**config.mk**
```make
export PLATFORM = sky130hd
export DESIGN_NAME = window_loader
export DESIGN_NICKNAME = d
export VERILOG_FILES = /design/src/rtl/dcnn_pkg.sv /design/src/rtl/window_addr_gen.sv /design/src/rtl/window_loader.sv
export SDC_FILE = /design/constraint.sdc
export NUM_CORES = 1
export LEC_CHECK = 0
export CAP_MARGIN = 20
export CORE_UTILIZATION = 35
export DETAILED_ROUTE_END_ITERATION = 7
export PLACE_DENSITY = 0.64
export SLEW_MARGIN = 10
export SYNTH_ARGS = -nofsm -noshare
export SYNTH_HDL_FRONTEND = slang
export SYNTH_SLANG_ARGS = --single-unit
```
**constraint.sdc**
```tcl
create_clock -name CLK -period 3.2 [get_ports CLK]
set_input_delay 0.64 -clock CLK [delete_from_list [all_inputs] [get_ports CLK]]
set_output_delay 0.64 -clock CLK [all_outputs]
set_load 0.02 [all_outputs]
```
**src/rtl/dcnn_pkg.sv**
```systemverilog
// Shared definitions for the window loader.
// Latency: n/a (types and constants only).
// Backpressure: n/a.
//
// Holds the K-size encoding, the tap limit, the loader state enum and the
// default register-index width, plus a helper giving the last row/column
// index for a given K-size code.
package dcnn_pkg;

    // K_SIZE encoding
    localparam logic K3 = 1'b0;
    localparam logic K5 = 1'b1;

    localparam int MAX_TAPS      = 25;
    localparam int SEL_W_DEFAULT = 5;

    typedef enum logic [1:0] {
        IDLE = 2'd0,
        READ = 2'd1,
        LAST = 2'd2
    } state_t;

    // Highest row/column index (K-1) for a K-size code.
    function automatic logic [2:0] k_last(input logic k_size);
        return (k_size == K5) ? 3'd4 : 3'd2;
    endfunction

endpackage

```
**src/rtl/window_addr_gen.sv**
```systemverilog
// Window address generator: walks a KxK window row by row.
// Latency: address/tap update one cycle after load_i or adv_i.
// Backpressure: none; advances only when adv_i is asserted.
//
// Ports:
//   CLK, RST        clock, asynchronous active-high reset
//   load_i          latch k_size_i/base_i/stride_i and point at tap (0,0)
//   adv_i           step to the next tap (column first, then row)
//   k_size_i        0 = 3x3, 1 = 5x5
//   base_i          address of tap (0,0)
//   stride_i        address distance between window rows
//   addr_o          registered address of the current tap
//   tap_o           index r*K + c of the current tap
//   last_o          current tap is (K-1,K-1)
module window_addr_gen
    import dcnn_pkg::*;
#(
    parameter int ADDR_W = 16,
    parameter int SEL_W  = SEL_W_DEFAULT
) (
    input  logic              CLK,
    input  logic              RST,
    input  logic              load_i,
    input  logic              adv_i,
    input  logic              k_size_i,
    input  logic [ADDR_W-1:0] base_i,
    input  logic [ADDR_W-1:0] stride_i,
    output logic [ADDR_W-1:0] addr_o,
    output logic [SEL_W-1:0]  tap_o,
    output logic              last_o
);

    logic              k5_q,       k5_d;
    logic [ADDR_W-1:0] stride_q,   stride_d;
    logic [ADDR_W-1:0] row_base_q, row_base_d;
    logic [ADDR_W-1:0] addr_q,     addr_d;
    logic [2:0]        col_q,      col_d;
    logic [2:0]        row_q,      row_d;
    logic [SEL_W-1:0]  tap_q,      tap_d;

    logic col_wrap;
    logic row_wrap;

    assign col_wrap = (col_q == k_last(k5_q));
    assign row_wrap = (row_q == k_last(k5_q));
    assign last_o   = col_wrap && row_wrap;
    assign addr_o   = addr_q;
    assign tap_o    = tap_q;

    // Row base is accumulated by repeated addition of the stride, so no
    // multiplier is needed; all additions wrap modulo 2^ADDR_W.
    always_comb begin
        k5_d       = k5_q;
        stride_d   = stride_q;
        row_base_d = row_base_q;
        addr_d     = addr_q;
        col_d      = col_q;
        row_d      = row_q;
        tap_d      = tap_q;
        if (load_i) begin
            k5_d       = k_size_i;
            stride_d   = stride_i;
            row_base_d = base_i;
            addr_d     = base_i;
            col_d      = 3'd0;
            row_d      = 3'd0;
            tap_d      = '0;
        end else if (adv_i) begin
            tap_d = tap_q + SEL_W'(1);
            if (col_wrap) begin
                col_d      = 3'd0;
                row_d      = row_q + 3'd1;
                row_base_d = row_base_q + stride_q;
                addr_d     = row_base_q + stride_q;
            end else begin
                col_d  = col_q + 3'd1;
                addr_d = addr_q + ADDR_W'(1);
            end
        end
    end

    always_ff @(posedge CLK or posedge RST) begin
        if (RST) begin
            k5_q       <= K3;
            stride_q   <= '0;
            row_base_q <= '0;
            addr_q     <= '0;
            col_q      <= 3'd0;
            row_q      <= 3'd0;
            tap_q      <= '0;
        end else begin
            k5_q       <= k5_d;
            stride_q   <= stride_d;
            row_base_q <= row_base_d;
            addr_q     <= addr_d;
            col_q      <= col_d;
            row_q      <= row_d;
            tap_q      <= tap_d;
        end
    end

endmodule

```
**src/rtl/window_loader.sv**
```systemverilog
// Window loader: reads a KxK window from RAM and writes one bank register per tap.
// Latency: first read 1 cycle after START, first write 2 cycles after, DONE with last write.
// Backpressure: none; START while busy is dropped, not queued.
//
// Ports:
//   CLK, RST                 clock, asynchronous active-high reset
//   START                    one-cycle request, sampled only when idle
//   K_SIZE                   0 = 3x3, 1 = 5x5 (latched on START)
//   BASE_ADDR, ROW_STRIDE    window origin and row pitch (latched on START)
//   ABORT                    only with WINDOW_LOADER_ABORT_EN: cancel the load
//   MEM_RD, MEM_ADDR         registered RAM read request/address
//   MEM_DATA                 RAM read data, valid the cycle after MEM_RD
//   WR_EN, WR_SEL, WR_DATA   register-bank write strobe, index, data
//   BUSY, DONE               load in progress / final-write pulse
//
// Optional feature macro: WINDOW_LOADER_ABORT_EN adds the ABORT input.
module window_loader
    import dcnn_pkg::*;
#(
    parameter int ADDR_W = 16,
    parameter int DATA_W = 32,
    parameter int SEL_W  = SEL_W_DEFAULT
) (
    input  logic              CLK,
    input  logic              RST,
    input  logic              START,
    input  logic              K_SIZE,
    input  logic [ADDR_W-1:0] BASE_ADDR,
    input  logic [ADDR_W-1:0] ROW_STRIDE,
`ifdef WINDOW_LOADER_ABORT_EN
    input  logic              ABORT,
`endif
    output logic              MEM_RD,
    output logic [ADDR_W-1:0] MEM_ADDR,
    input  logic [DATA_W-1:0] MEM_DATA,
    output logic              WR_EN,
    output logic [SEL_W-1:0]  WR_SEL,
    output logic [DATA_W-1:0] WR_DATA,
    output logic              BUSY,
    output logic              DONE
);

    state_t           state_q;
    logic             mem_rd_q;
    logic             wr_en_q;
    logic [SEL_W-1:0] wr_sel_q;
    logic             busy_q;
    logic             done_q;

    logic             ag_load;
    logic             ag_adv;
    logic [SEL_W-1:0] ag_tap;
    logic             ag_last;

    assign ag_load = (state_q == IDLE) && START;
    assign ag_adv  = (state_q == READ) && !ag_last;

    window_addr_gen #(
        .ADDR_W (ADDR_W),
        .SEL_W  (SEL_W)
    ) u_addr_gen (
        .CLK      (CLK),
        .RST      (RST),
        .load_i   (ag_load),
        .adv_i    (ag_adv),
        .k_size_i (K_SIZE),
        .base_i   (BASE_ADDR),
        .stride_i (ROW_STRIDE),
        .addr_o   (MEM_ADDR),
        .tap_o    (ag_tap),
        .last_o   (ag_last)
    );

    assign MEM_RD  = mem_rd_q;
    assign WR_EN   = wr_en_q;
    assign WR_SEL  = wr_sel_q;
    assign WR_DATA = MEM_DATA;
    assign BUSY    = busy_q;
    assign DONE    = done_q;

    always_ff @(posedge CLK or posedge RST) begin
        if (RST) begin
            state_q  <= IDLE;
            mem_rd_q <= 1'b0;
            wr_en_q  <= 1'b0;
            wr_sel_q <= '0;
            busy_q   <= 1'b0;
            done_q   <= 1'b0;
        end else begin
            // Write pipeline: each read turns into a write one cycle later,
            // when its data is on MEM_DATA.
            wr_en_q <= mem_rd_q;
            if (mem_rd_q) begin
                wr_sel_q <= ag_tap;
            end

            case (state_q)
                IDLE: begin
                    done_q <= 1'b0;
                    if (START) begin
                        state_q  <= READ;
                        mem_rd_q <= 1'b1;
                        busy_q   <= 1'b1;
                    end
                end
                READ: begin
                    // The read for the last tap is on the bus this cycle;
                    // the next cycle carries only its write.
                    if (ag_last) begin
                        state_q  <= LAST;
                        mem_rd_q <= 1'b0;
                        done_q   <= 1'b1;
                    end
                end
                LAST: begin
                    state_q <= IDLE;
                    done_q  <= 1'b0;
                    busy_q  <= 1'b0;
                end
                default: begin
                    state_q  <= IDLE;
                    mem_rd_q <= 1'b0;
                    done_q   <= 1'b0;
                    busy_q   <= 1'b0;
                end
            endcase

`ifdef WINDOW_LOADER_ABORT_EN
            // Abort overrides everything above, including the write for the
            // read already in flight and any pending DONE.
            if (ABORT && busy_q) begin
                state_q  <= IDLE;
                mem_rd_q <= 1'b0;
                wr_en_q  <= 1'b0;
                done_q   <= 1'b0;
                busy_q   <= 1'b0;
            end
`endif
        end
    end

endmodule

```
## Word level (Yosys, flattened, before mapping)

Cells that the tools add are included.

- Mux-type cells: 24
- $add $sub $neg: 5
- Eq/ne operators: 6
- Reduce and logical (&&, ||, !) cells: 11
- Bitwise operators: 2

Operator list:

| operator | number |
|---|---|
| $mux W16 | 6 |
| $mux W3 | 7 |
| $add A16 B1 Y16 const B | 1 |
| $add A16 B16 Y16 | 1 |
| $mux W5 | 2 |
| $add A3 B1 Y3 const B | 2 |
| $eq A3 B3 Y1 | 2 |
| $reduce_and A2 Y1 | 3 |
| $add A5 B1 Y5 const B | 1 |
| $mux W1 | 4 |
| $mux W2 | 2 |
| $ne A2 B2 Y1 const B | 2 |
| $pmux W2 S2 | 1 |
| $reduce_bool A2 Y1 | 2 |
| $logic_and A1 B1 Y1 | 3 |
| $pmux W1 S3 | 1 |
| $reduce_and A3 Y1 | 1 |
| $eq A2 B1 Y1 const B | 1 |
| $eq A2 B2 Y1 const B | 1 |
| $logic_not A2 Y1 | 1 |
| $not A1 Y1 | 2 |
| $pmux W1 S2 | 1 |
| $logic_not A1 Y1 | 1 |

- Logic and storage cells: 61
- Input bits: 68
- Register bits after elaboration: 71
- Output and inout port bits: 57

## Logic depth before layout (Yosys ltp)

- Depth after elaboration: 7
- Mapped depth: 8
- Depth with buffers taken out: 8

## Hierarchy

From an unflattened synthesis, not the netlist that was laid out.

- Cell total of the unflattened synthesis: 445
- Area, all modules: 4306.6 µm²

By module, submodules not included:

| module | sequential area each (µm²) | area an instance (µm²) | cells each | instances |
|---|---|---|---|---|
| window_addr_gen | 1501.4 | 3626.0 | 379 | 1 |
| window_loader | 275.3 | 680.7 | 66 | 1 |

## Least setup slack after synthesis

OpenSTA, ideal clock, no wires.

- Kind: register to register
- Start: register u_addr_gen.row_base_q[0]
- End: register u_addr_gen.row_base_q[14]
- Data arrival time: 2177 ps
- Path buffers: 0
- Clock period less this slack: 2300 ps
- Setup slack: 900 ps
- Cell stages (with the launch flop): 9
- Data required time: 3077 ps
- Setup time: 123 ps
- Cells stage by stage: dfrtp_1 ha_1 fa_1 a21oi_1 o21ai_0 a211oi_1 o21ai_0 mux2i_1 o221a_2

- Word-level cells in the longest chain between the ends: 4

Ends and longest elaborated chain:

| item | line | text |
|---|---|---|
| start, declared | window_addr_gen.sv:35 | `logic [ADDR_W-1:0] row_base_q, row_base_d;` |
| start signal, assigned | window_addr_gen.sv:94 | `row_base_q <= row_base_d;` |
| $add A16 B16 Y16 | window_addr_gen.sv:73 | `row_base_d = row_base_q + stride_q;` |
| $mux W16 | window_addr_gen.sv:70 | `if (col_wrap) begin` |
| $mux W16 | window_addr_gen.sv:68 | `end else if (adv_i) begin` |
| $mux W16 | window_addr_gen.sv:60 | `if (load_i) begin` |

No other way between the ends. The select of a mux whose other input is x is not followed.
A chain may end at the register's enable or synchronous reset.

## Worst setup path in the final report

Ends and elaborated chain as after synthesis.

==> flow_summary_export.csv <==
group,metric,value,unit
synthesis,most_instantiated_library_cell_after_synthesis,"sky130_fd_sc_hd__nand2_1",
cts,cts_repair_resize_count,0,
synthesis,ys_seq_area_frac,0.4103,
setup_path,worstPathMaxFanout,3,
detailed_routing,avgRoutedWirePerCell,17.14,um
power,power.ir.vdd_worst,0.4318,mV
timing,timing_worst_slew_pin_value,0.9035,ns
timing,timing.final.crit_period,2.746,ns
worst_hold_path,hold_wc_path_type,"register to register",
setup_path,timing.critical_path.from_type,"register",
die,placeableCoreArea,12010,um2
cts,cts_num_sinks,71,
timing,worst_clock_skew,0.007883,ns
setup_path,r2r_cells,8,
synthesis,postSynthCellCount,485,
place,dpl_cell_area,4858,um2
setup_path,worst_ep_arrival_time,2.97,ns
detailed_routing,via_per_inst,5.486,
timing,final.period_utilization,0.8582,
setup_path,worst_r2r_startpoint,"u_addr_gen.row_base_q[0]",
final_layout,final_nets,599,
cts,ctsRootBufferMaster,"sky130_fd_sc_hd__clkbuf_16",
detailed_routing,drt-pass1-iter-count,5,
synthesis,number_of_library_cell_types_mapped_by_synthesis,60,
place,post-dp-hpwl,7.961,mm
die,initial_utilization,0.3605,
detailed_routing,antenna_violating_nets_post_route,0,
cts,tritoncts,"yes",
die,ios,125,
power,switching_power,2.774,mW
die,std_cell_rows,40,
power,intPower,3.457,mW
synthesis,ys.warnings.count,0,
setup_path,r2r-end,"u_addr_gen.row_base_q[14]",
global_routing,grt_pass1_wl,18.52,mm
detailed_routing,drc_violations_left,0,
synthesis,synth-main-ff-cell,"sky130_fd_sc_hd__dfrtp_1",
worst_hold_path,min_from,"u_addr_gen.stride_q[7]",
worst_hold_path,min_path_cells,2,
status,run_status,"complete, no violations",
die,die-area,12820,um2
timing,finalMaxSlewViolations,0,
place,placement.io_buffers,60,
timing,grt_setup_unrepaired,"no",
cts,htree_levels,3,
setup_path,cp-end-kind,"register",
synthesis,async_flop_share,1.000,
timing,fin_setup_tns,0,ns
cts,clock_insertion_delay_at_the_later_pin_of_the_skew_report,0.33,ns
final_layout,insertedDiodeCount,0,
place,global_placer_s_final_weighted_congestion,0.8109,
synthesis,number_of_flops_mapped_to_enable_cells_by_yosys,0,
worst_hold_path,timing.hold.worst_endpoint,"u_addr_gen.stride_q[7]",
die,die_w,113.2,um
detailed_routing,routed_wl,11.36,mm
place,placement.setup.worst_slack,0.5210,ns
power,pwr-share-seq,0.281,
power,powerDensity,1209,nW/um2
timing,maximum_operating_frequency,0.3641,GHz
synthesis,syn-mean-instance-area,8.929,um2
synthesis,mappedNetlistArea,4330,um2
cts,ctsLongestPathBuffers,2,
setup_path,worst-r2r-setup-slack,0.45,ns
synthesis,synthesis.nets,573,
cts,cts_hold_repair_buffers,0,
timing,fin_ws,0.4538,ns
cts,clk_pin_slew,0.06,ns
power,sw_frac_of_total,0.4452,
final_layout,final_layout_size_suffix_gt1_frac,0.09302,
timing,max-slew-margin-rel,0.3977,
global_routing,grt_antenna_before_repair,0,
run,cap_violations,0,
cts,cts_setup_buffers,0,
setup_path,worst_ep_required_time,3.42,ns
synthesis,synth_top_cell_by_area,"sky130_fd_sc_hd__dfrtp_1",
synthesis,synth.ff_latch_count,71,
global_routing,first_global_vias,3625,
timing,finalSetupViolations,0,
detailed_routing,drtIter0Drc,249,
global_routing,grt_start_max_net_pins,50,
die,die_h,113.2,um
power,share_comb_of_total_power,0.557,
power,leakage,2.250,nW
synthesis,synth_top_cells_by_count,"sky130_fd_sc_hd__nand2_1 (87), sky130_fd_sc_hd__dfrtp_1 (71), sky130_fd_sc_hd__nor2_1 (37)",
global_routing,grt_overflow,0,
synthesis,yosys-top-cells-area,"sky130_fd_sc_hd__dfrtp_1 (41%), sky130_fd_sc_hd__nand2_1 (7.5%), sky130_fd_sc_hd__buf_4 (5.5%)",
global_routing,grtUsageTotal,0.1848,
final_layout,fin_area,5156,um2
setup_path,timing_worst_setup_path_type,"register to register",
final_layout,flow.area_growth_from_synthesis,19.07,%
cts,cts-buffers-inserted,9,
detailed_routing,routed-via-count,3637,
power,clock_share_of_power,0.163,
timing,hold_violations,0,
synthesis,yosys.area.top_type_share,0.4103,
## per-layer routing
metal  up-vias  global-route usage  share of wire  routed length [um]
met5         -                   0              0                   0
met4         0             0.06754          0.019                 215
met3        21             0.05303          0.057                 647
met2       123              0.2912           0.47                5297
met1      1756              0.2411           0.46                5204
li1       1737                   -              -                   -
## metrics by stage
step	power, mW	instances	utilization	hold slack (ns)
2_1_floorplan	4.218	485	-	0.4497
3_3_place_gp	5.093	647	0.4045	0.4693
3_5_place_dp	5.198	647	0.4045	0.4723
4_1_cts	6.236	663	0.4293	0.4868
5_1_grt	6.727	663	0.4293	0.5011
6_report	6.231	663	0.4293	0.4782
## area by class of cell
class                      count  area (um2)
tap                          147       183.9
clock buffer                   9       225.2
fill                        1211        6855
inverter                       7       26.28
multi-input combinational    352        2171
sequential                    71        1777
clock inverter                 7       72.57
timing repair buffer          70       700.7
## power groups by stage
stage	Sequential [mW]	Clock [mW]	Combinational, mW
2_1_floorplan	1.82	0	2.40
4_1_cts	1.75	1.03	3.45
5_1_grt	1.82	1.08	3.84
6_report	1.75	1.01	3.47
3_5_place_dp	1.76	0	3.44
3_3_place_gp	1.75	0	3.35
## worst max-delay path, stage by stage, from the launching register on
cell and delay [ns]:
sky130_fd_sc_hd__dfrtp_1 0.39, sky130_fd_sc_hd__ha_1 0.23, sky130_fd_sc_hd__fa_1 0.41, sky130_fd_sc_hd__a21oi_1 0.26
sky130_fd_sc_hd__o21ai_0 0.19, sky130_fd_sc_hd__a211oi_1 0.49, sky130_fd_sc_hd__o21ai_0 0.21, sky130_fd_sc_hd__mux2i_1 0.18
sky130_fd_sc_hd__o221a_2 0.29
## cells by family after synthesis
| kind of cell | count (synthesis) | share of synthesized area |
|---|---|---|
| mux | 9 | 0.02283 |
| xor+xnor | 20 | 0.04045 |
| flops | 71 | 0.4103 |
| compound gates | 125 | 0.1869 |
| simple gates | 178 | 0.1904 |
| fa+ha+maj | 20 | 0.05952 |
| buf+inv | 62 | 0.08957 |
## cells in the final DEF, fill, tap and decap left out, drive strengths merged, types with 4 or more instances in the layout
cell type | synthesis | layout
nand2 | 88 | 88
dfrtp | 71 | 71
clkdlybuf4s50 | 0 | 60
a21oi | 41 | 41
nor2 | 38 | 38
o21ai | 28 | 28
ha | 19 | 19
nand3 | 14 | 14
xnor2 | 11 | 11
buf | 40 | 10
a31oi | 9 | 9
xor2 | 9 | 9
clkbuf | 15 | 9
inv | 7 | 8
a21o | 7 | 7
mux2 | 7 | 7
o22ai | 6 | 6
and3 | 6 | 6
nand4 | 5 | 5
a22oi | 5 | 5
and4 | 5 | 5
nor2b | 4 | 4
a211oi | 4 | 4
nor3 | 4 | 4
## flip-flops by register name (all words and copies together), names as in the netlist
signal	flops
BUSY	1
DONE	1
MEM_RD	1
WR_EN	1
WR_SEL	5
state_q	2
u_addr_gen.addr_o	16
u_addr_gen.col_q	3
u_addr_gen.k5_q	1
u_addr_gen.row_base_q	16
u_addr_gen.row_q	3
u_addr_gen.stride_q	16
u_addr_gen.tap_o	5
## worst max path at each step
stage,cells after the start,start,endpoint,slack [ns]
after global routing,8,u_addr_gen.stride_q[0],u_addr_gen.addr_o[12],0.25
after detailed placement,6,u_addr_gen.k5_q,u_addr_gen.row_base_q[13],0.52
after CTS,6,u_addr_gen.k5_q,u_addr_gen.row_base_q[13],0.50
after floorplan,1,RST,BUSY,0.76
final,8,u_addr_gen.row_base_q[0],u_addr_gen.row_base_q[14],0.45
after global placement,8,u_addr_gen.row_base_q[0],u_addr_gen.row_base_q[14],0.57
Power figures use the tool's default switching activity.
